$ cat src/rtl/mc_control.sv
// Multi-cycle RV32I control sequencer: FETCH/DECODE/EXEC/MEM/WB/HALT FSM driving a shared ALU and memory port.
// Optional retired-instruction counter output 'instret' is enabled by defining MC_CONTROL_INSTRET_EN.
module mc_control (
  input  logic       clk,
  input  logic       rst,
  input  logic [6:0] opcode,
  input  logic [2:0] funct3,
  input  logic [6:0] funct7,
  input  logic       br_taken,
  input  logic       mem_ready,
  output logic       mem_req,
  output logic       mem_we,
  output logic       mem_addr_sel,
  output logic       ir_we,
  output logic       mdr_we,
  output logic       pc_we,
  output logic [1:0] pc_src,
  output logic [1:0] alu_src,
  output logic [3:0] alu_op,
  output logic       reg_write,
  output logic [1:0] wb_sel,
  output logic [2:0] state,
  output logic       illegal
`ifdef MC_CONTROL_INSTRET_EN
  ,
  output logic [31:0] instret
`endif
);

  typedef enum logic [2:0] {
    S_FETCH  = 3'd0,
    S_DECODE = 3'd1,
    S_EXEC   = 3'd2,
    S_MEM    = 3'd3,
    S_WB     = 3'd4,
    S_HALT   = 3'd5
  } state_e;

  typedef enum logic [2:0] {
    C_NONE, C_R, C_I, C_LOAD, C_STORE, C_BRANCH, C_JAL, C_JALR
  } cls_e;

  localparam logic [6:0] OP_R    = 7'b0110011;
  localparam logic [6:0] OP_I    = 7'b0010011;
  localparam logic [6:0] OP_LOAD = 7'b0000011;
  localparam logic [6:0] OP_STOR = 7'b0100011;
  localparam logic [6:0] OP_BR   = 7'b1100011;
  localparam logic [6:0] OP_JAL  = 7'b1101111;
  localparam logic [6:0] OP_JALR = 7'b1100111;

  localparam logic [3:0] ALU_ADD  = 4'd0;
  localparam logic [3:0] ALU_SUB  = 4'd1;
  localparam logic [3:0] ALU_SLL  = 4'd2;
  localparam logic [3:0] ALU_SLT  = 4'd3;
  localparam logic [3:0] ALU_SLTU = 4'd4;
  localparam logic [3:0] ALU_XOR  = 4'd5;
  localparam logic [3:0] ALU_SRL  = 4'd6;
  localparam logic [3:0] ALU_SRA  = 4'd7;
  localparam logic [3:0] ALU_OR   = 4'd8;
  localparam logic [3:0] ALU_AND  = 4'd9;

  state_e state_q, state_d;
  cls_e   cls_q, cls_d;
  logic   illegal_q, illegal_d;

  function automatic cls_e decode_class(input logic [6:0] op, input logic [2:0] f3,
                                        input logic [6:0] f7);
    cls_e c;
    c = C_NONE;
    case (op)
      OP_R: begin
        if (f7 == 7'b0000000 || (f7 == 7'b0100000 && (f3 == 3'b000 || f3 == 3'b101)))
          c = C_R;
      end
      OP_I:    c = C_I;
      OP_LOAD: c = C_LOAD;
      OP_STOR: c = C_STORE;
      OP_BR:   c = C_BRANCH;
      OP_JAL:  c = C_JAL;
      OP_JALR: c = C_JALR;
      default: c = C_NONE;
    endcase
    return c;
  endfunction

  // 'alt' is funct7[5] already qualified by the caller for the instruction class.
  function automatic logic [3:0] arith_op(input logic [2:0] f3, input logic alt);
    logic [3:0] op;
    case (f3)
      3'b000:  op = alt ? ALU_SUB : ALU_ADD;
      3'b001:  op = ALU_SLL;
      3'b010:  op = ALU_SLT;
      3'b011:  op = ALU_SLTU;
      3'b100:  op = ALU_XOR;
      3'b101:  op = alt ? ALU_SRA : ALU_SRL;
      3'b110:  op = ALU_OR;
      default: op = ALU_AND;
    endcase
    return op;
  endfunction

  always_comb begin
    // NOTE: every output and next-state signal gets a default first so no path infers a latch.
    state_d      = state_q;
    cls_d        = cls_q;
    illegal_d    = illegal_q;
    mem_req      = 1'b0;
    mem_we       = 1'b0;
    mem_addr_sel = 1'b0;
    ir_we        = 1'b0;
    mdr_we       = 1'b0;
    pc_we        = 1'b0;
    pc_src       = 2'b00;
    alu_src      = 2'b00;
    alu_op       = ALU_ADD;
    reg_write    = 1'b0;
    wb_sel       = 2'b00;

    // Outputs are held quiet in the reset cycle so an abandoned request never fires a strobe.
    if (!rst) begin
      unique case (state_q)
        S_FETCH: begin
          mem_req = 1'b1;
          if (mem_ready) begin
            ir_we   = 1'b1;
            state_d = S_DECODE;
          end
        end
        S_DECODE: begin
          cls_d = decode_class(opcode, funct3, funct7);
          if (cls_d == C_NONE) begin
            state_d   = S_HALT;
            illegal_d = 1'b1;
          end else begin
            state_d = S_EXEC;
          end
        end
        S_EXEC: begin
          unique case (cls_q)
            C_R: begin
              alu_op  = arith_op(funct3, funct7[5]);
              state_d = S_WB;
            end
            C_I: begin
              alu_src = 2'b01;
              alu_op  = arith_op(funct3, (funct3 == 3'b101) && funct7[5]);
              state_d = S_WB;
            end
            C_LOAD, C_STORE: begin
              alu_src = 2'b01;
              state_d = S_MEM;
            end
            C_BRANCH: begin
              alu_op  = !funct3[2] ? ALU_SUB : (funct3[1] ? ALU_SLTU : ALU_SLT);
              pc_we   = 1'b1;
              pc_src  = br_taken ? 2'b01 : 2'b00;
              state_d = S_FETCH;
            end
            C_JAL: begin
              pc_we     = 1'b1;
              pc_src    = 2'b01;
              reg_write = 1'b1;
              wb_sel    = 2'b10;
              state_d   = S_FETCH;
            end
            C_JALR: begin
              alu_src   = 2'b01;
              pc_we     = 1'b1;
              pc_src    = 2'b10;
              reg_write = 1'b1;
              wb_sel    = 2'b10;
              state_d   = S_FETCH;
            end
            default: begin
              state_d   = S_HALT;
              illegal_d = 1'b1;
            end
          endcase
        end
        S_MEM: begin
          mem_req      = 1'b1;
          mem_addr_sel = 1'b1;
          mem_we       = (cls_q == C_STORE);
          alu_src      = 2'b01;
          if (mem_ready) begin
            if (cls_q == C_STORE) begin
              pc_we   = 1'b1;
              state_d = S_FETCH;
            end else begin
              mdr_we  = 1'b1;
              state_d = S_WB;
            end
          end
        end
        S_WB: begin
          reg_write = 1'b1;
          pc_we     = 1'b1;
          wb_sel    = (cls_q == C_LOAD) ? 2'b01 : 2'b00;
          state_d   = S_FETCH;
        end
        S_HALT:  state_d = S_HALT;
        default: state_d = S_FETCH;
      endcase
    end
  end

  // NOTE: sequential state uses non-blocking assignments so every register samples pre-edge values.
  always_ff @(posedge clk) begin
    if (rst) begin
      state_q   <= S_FETCH;
      cls_q     <= C_NONE;
      illegal_q <= 1'b0;
    end else begin
      state_q   <= state_d;
      cls_q     <= cls_d;
      illegal_q <= illegal_d;
    end
  end

  assign state   = state_q;
  assign illegal = illegal_q;

`ifdef MC_CONTROL_INSTRET_EN
  logic [31:0] instret_q;

  always_ff @(posedge clk) begin
    if (rst)        instret_q <= '0;
    else if (pc_we) instret_q <= instret_q + 32'd1;
  end

  assign instret = instret_q;
`endif

endmodule

$ cat config.mk
export PLATFORM = sky130hd
export DESIGN_NAME = mc_control
export DESIGN_NICKNAME = d
export VERILOG_FILES = /design/src/rtl/mc_control.sv
export SDC_FILE = /design/constraint.sdc
export NUM_CORES = 1
export LEC_CHECK = 0
export CAP_MARGIN = 15
export CORE_AREA = 4 4 54 56
export CTS_CLUSTER_SIZE = 40
export DETAILED_ROUTE_END_ITERATION = 8
export DIE_AREA = 0 0 58 60
export HOLD_SLACK_MARGIN = 0.1
export PLACE_DENSITY = 0.8
export SYNTH_ARGS = -nofsm -noshare
export SYNTH_HDL_FRONTEND = slang
export SYNTH_SLANG_ARGS = --single-unit
$ cat constraint.sdc
create_clock -name clk -period 1.2 [get_ports clk]
set_input_delay 0.12 -clock clk [delete_from_list [all_inputs] [get_ports clk]]
set_output_delay 0.12 -clock clk [all_outputs]
set_load 0.01 [all_outputs]
* After elaboration in Yosys (flattened, before gate mapping)
Cells that the tools add are included.
** Storage, ports and cells
- Output and inout bits :: 21
- Word-level logic and storage cells :: 107
- Register bits :: 7
** Cells by class
- Equal/unequal tests :: 30
- Reduce and logical (&&, ||, !) cells :: 18
- Muxes and demuxes :: 56
** Operator list (count)
- 4-bit case mux with 7 select lines :: 2
- 1-bit two-way mux :: 30
- 3-bit == test, second input constant :: 9
- 3-bit two-way mux :: 8
- 7-bit by 6-bit == test with 1-bit output, second input constant :: 3
- 7-bit == test, second input constant :: 3
- 3-bit case mux with 7 select lines :: 1
- 3-bit by 2-bit == test with 1-bit output, second input constant :: 6
- 3-bit case mux with 5 select lines :: 1
- 4-bit case mux with 3 select lines :: 1
- 3-bit by 1-bit == test with 1-bit output, second input constant :: 3
- 3-bit zero test :: 3
- 3-bit case mux with 3 select lines :: 1
- 2-bit two-way mux :: 4
- 4-bit two-way mux :: 2
- 2-bit != test, second input constant :: 4
- 2-bit OR reduction :: 4
- 7-bit by 2-bit == test with 1-bit output, second input constant :: 1
- 7-bit by 5-bit == test with 1-bit output, second input constant :: 1
- 7-bit zero test :: 1
- 7-bit OR reduction :: 1
- 1-bit case mux with 2 select lines :: 3
- 2-bit case mux with 3 select lines :: 1
- 2-bit case mux with 2 select lines :: 1
- 8 further kinds :: 10

* Longest topological paths before layout
- Depth in word-level cells :: 11
- Mapped depth :: 6
- Gate-level depth less buffers :: 4

* Least setup slack after synthesis
Ideal clock, no wire load.
- Path type :: reg-to-output
- From :: reg state_q[1], in the netlist state[1]
- To :: out mdr_we
- Path buffers :: 1
- Data arrival time :: 1.347 ns
- Slack :: -0.267 ns
- Stages on the path, launching flop included :: 5
- Cells stage by stage :: dfxtp_1 -> or3b_1 -> buf_6 -> nor2_1 -> and3_1
** On the way
- Cells in the longest elaborated chain, start to end :: 3
** RTL lines
- from (decl) :: line 62 : state_e state_q, state_d;
- from (signal assigned) :: line 214 : state_q <= state_d;
- 3-bit by 2-bit == test with 1-bit output :: line 121 : unique case (state_q)
- 1-bit two-way mux :: line 121
- 1-bit two-way mux :: line 120 : if (!rst) begin
- to (decl) :: line 15 : output logic mdr_we,
Every way passes these cells.

* Final worst setup path
- From :: reg cls_q[0]
- To :: out alu_op[0]
** On the way
- Cells in the longest elaborated chain, start to end :: 4
** RTL lines
- from (decl) :: line 63 : cls_e cls_q, cls_d;
- from (signal assigned) :: line 215 : cls_q <= cls_d;
- 3-bit == test, or another cell as far along :: line 139 : unique case (cls_q)
- 4-bit case mux with 3 select lines (*) :: line 139
- 4-bit two-way mux (*) :: line 121
- 4-bit two-way mux (*) :: line 120
- to (decl) :: line 19 : output logic [3:0] alu_op,
Every way passes the cells marked *; elsewhere a longest branch is shown, timed or not.

==> results.json <==
{
  "final-hold-violation-count": 0,
  "cts_buffer_depth": 2,
  "ys_seq_elements": 7,
  "slowest_delay_ns": 0.35,
  "finalCriticalPeriod_ns": 1.68,
  "dr.pass1.iters": 4,
  "nFillCells": 185,
  "core_area_um2": 2430,
  "synth_top_area_cell": "dfxtp_1",
  "cp_max_fo": 3,
  "antenna_found_initial": 0,
  "synth.most_common_cell": "nand2_1",
  "yosys_warnings": 0,
  "violations": "setup timing",
  "port-buffer-count": 40,
  "routabilityCongestion": 0.835,
  "dieArea_um2": 3480,
  "worst-setup-path-type": "reg2out",
  "slowest_stage": "dfxtp_4",
  "status": "complete, but fails checks",
  "path_clk_slew_ns": 0.05,
  "finalWorstSetupSlack_ns": -0.481,
  "syn-num-nets": 142,
  "top_usage_layer": "met2",
  "met2_usage": 0.397,
  "wirelength_um": 3510,
  "io_pins": 42,
  "path_buf_inv": 1,
  "min_period_over_period": 1.40,
  "synth-async-reset-ratio": 0,
  "die_x_um": 58,
  "synth_flop_cell": "dfxtp_1",
  "grt_pass1_vias": 1266,
  "grt_util_met3": 0.0432,
  "seq_area_frac_synth": 0.167,
  "n_antenna_cell": 0,
  "synthTopCellsByCount": "15 x nand2_1, 13 x nor2_1, 7 x dfxtp_1",
  "setup_viol": 23,
  "use_met1": 0.207,
  "overflow": 0,
  "yosysUniqueCellTypes": 49,
  "ant_nets": 0,
  "holdWs_ns": 0.244,
  "crit_required_ns": 1.08,
  "p_leak_nw": 0.793,
  "area_delta_synth_final_pct": 113,
  "drc": 0,
  "start_kind": "register",
  "ir_worst_vdd_mv": 0.665,
  "clock_latency_ns": 0.25,
  "grt_max_degree": 10,
  "hold_class": "in2reg",
  "drive_above_1_share": 0.524,
  "avgSynthCellArea_um2": 6.94,
  "cts_buffers": 3,
  "clock_skew_ns": 0.000153,
  "vias": 1281,
  "cp-end-kind": "output pin",
  "wire_per_inst_um": 14.8,
  "worst_ep_arrival_time_ns": 1.56,
  "initial_core_util": 0.345,
  "cp_cell_sequence": "nand2b_4, a21o_1, o32a_1, nor3_2, buf_2",
  "dieHeight_um": 60,
  "cts_tree": "yes",
  "rsz0062_at_grt": "true",
  "syn_inst": 121,
  "cpLargestDelayFamily": "compound AO/OA/AOI/OAI gates",
  "clkSinkCount": 7,
  "drv_slew": 0,
  "grt_first_pass_wirelength_um": 5410,
  "htreeDepth": 1,
  "cts_root_buf": "clkbuf_4",
  "total_power_w": 0.00122,
  "pwr_density_cell_nw_per_um2": 684,
  "synth_area_leaders": "dfxtp_1 17%, nand2_1 6.7%, nor2_1 5.8%, o211ai_1 4.5%, nand2b_1 3.7%",
  "post-dp-hpwl_um": 2520,
  "drv_cap": 0,
  "syn_area_um2": 840,
  "rows": 18,
  "vias_per_cell": 5.38,
  "synth_edf_count": 0,
  "synth_top_area_frac": 0.167,
  "grtUsageTotal": 0.197,
  "timing.fmax_mhz": 595,
  "nets": 230,
  "drt_iter0_drc": 26
}
## cells by family (layout without fill, tap and decap cells)
| logic type | after synthesis | in the layout | share of synthesized area |
|---|---|---|---|
| buffers and inverters | 11 | 98 | 0.0760 |
| flip-flops | 7 | 7 | 0.167 |
| AO/OA/AOI/OAI | 33 | 33 | 0.289 |
| AND/OR/NAND/NOR | 67 | 67 | 0.441 |
| other | 1 | 1 | 0.00447 |
| multiplexers | 1 | 1 | 0.0119 |
| XOR/XNOR | 1 | 1 | 0.0104 |
## where the power goes
| part | total, W | internal, W | leakage (nW) | switching [W] |
|---|---|---|---|---|
| Sequential | 0.000292 | 0.000263 | 0.0607 | 0.0000284 |
| Combinational | 0.000710 | 0.000379 | 0.718 | 0.000331 |
| Clock | 0.000219 | 0.000127 | 0.0150 | 0.0000922 |
| Total | 0.00122 | 0.000770 | 0.793 | 0.000452 |
## registers in the layout (all words and copies together), names as in the netlist
name,count
state,3
illegal,1
cls_q,3
## cell usage in the layout (no fill, tap or decap), drive strengths merged, types with 4 or more instances in the layout
cell type,count
nand2,15
clkdlybuf4s50,9
dlygate4sd2,12
and3,4
a21oi,4
nand2b,5
nor2,14
clkbuf,5
o211ai,6
nor3,5
buf,66
o21ai,6
inv,4
dfxtp,7
## stage by stage
stage	std cells	worst slack (ns)	util	instance area (um^2)	setup TNS [ns]
2_1_floorplan	121	-0.184	-	908	-1.42
3_3_place_gp	225	-0.871	0.659	1600	-13.93
3_5_place_dp	225	-0.899	0.659	1600	-14.66
4_1_cts	235	-0.485	0.693	1690	-6.30
5_1_grt	238	-0.552	0.735	1790	-7.53
6_report	238	-0.481	0.735	1790	-5.97
## worst reg2reg max path, cell delays in order, from the launching register on
cell and delay [ns]:
dfxtp_4 0.35, buf_4 0.15, buf_4 0.14, nand3b_1 0.11, buf_4 0.13, nand2_1 0.05
o211ai_1 0.22, o211ai_2 0.13
## per-layer routing
metal	up-vias	share of wire
met4	0	0.013
li1	624	-
met2	42	0.56
met3	6	0.062
met5	-	0
met1	609	0.36
## what timing repair did
item | 4_1_cts | 5_1_grt
buffers inserted | 6 | 5
endpoints found under the hold margin | 0 | 0
endpoints found under the setup margin | 27 | 25
resized for setup | 104 | 26
pin swaps | 25 | 12
hold buffers | 0 | 0
## final cells by class
| class | count | area (um^2) | area share |
|---|---|---|---|
| clock buffer | 4 | 26.3 | 0.0147 |
| inverter | 4 | 15.0 | 0.00840 |
| multi-input combinational | 103 | 807 | 0.452 |
| sequential | 7 | 155 | 0.0868 |
| tap | 30 | 37.5 | 0.0210 |
| timing repair buffer | 90 | 746 | 0.417 |
## final timing paths
check | startpoint | endpoint | slack (ns) | cells past startpoint
max reg2reg | cls_q[0] | state[1] | -0.21 | 7
min reg2reg | illegal | illegal | 0.54 | 2
max | cls_q[0] | alu_op[0] | -0.48 | 5
min | rst | cls_q[0] | 0.24 | 3
(Power assumes the default switching activity.)
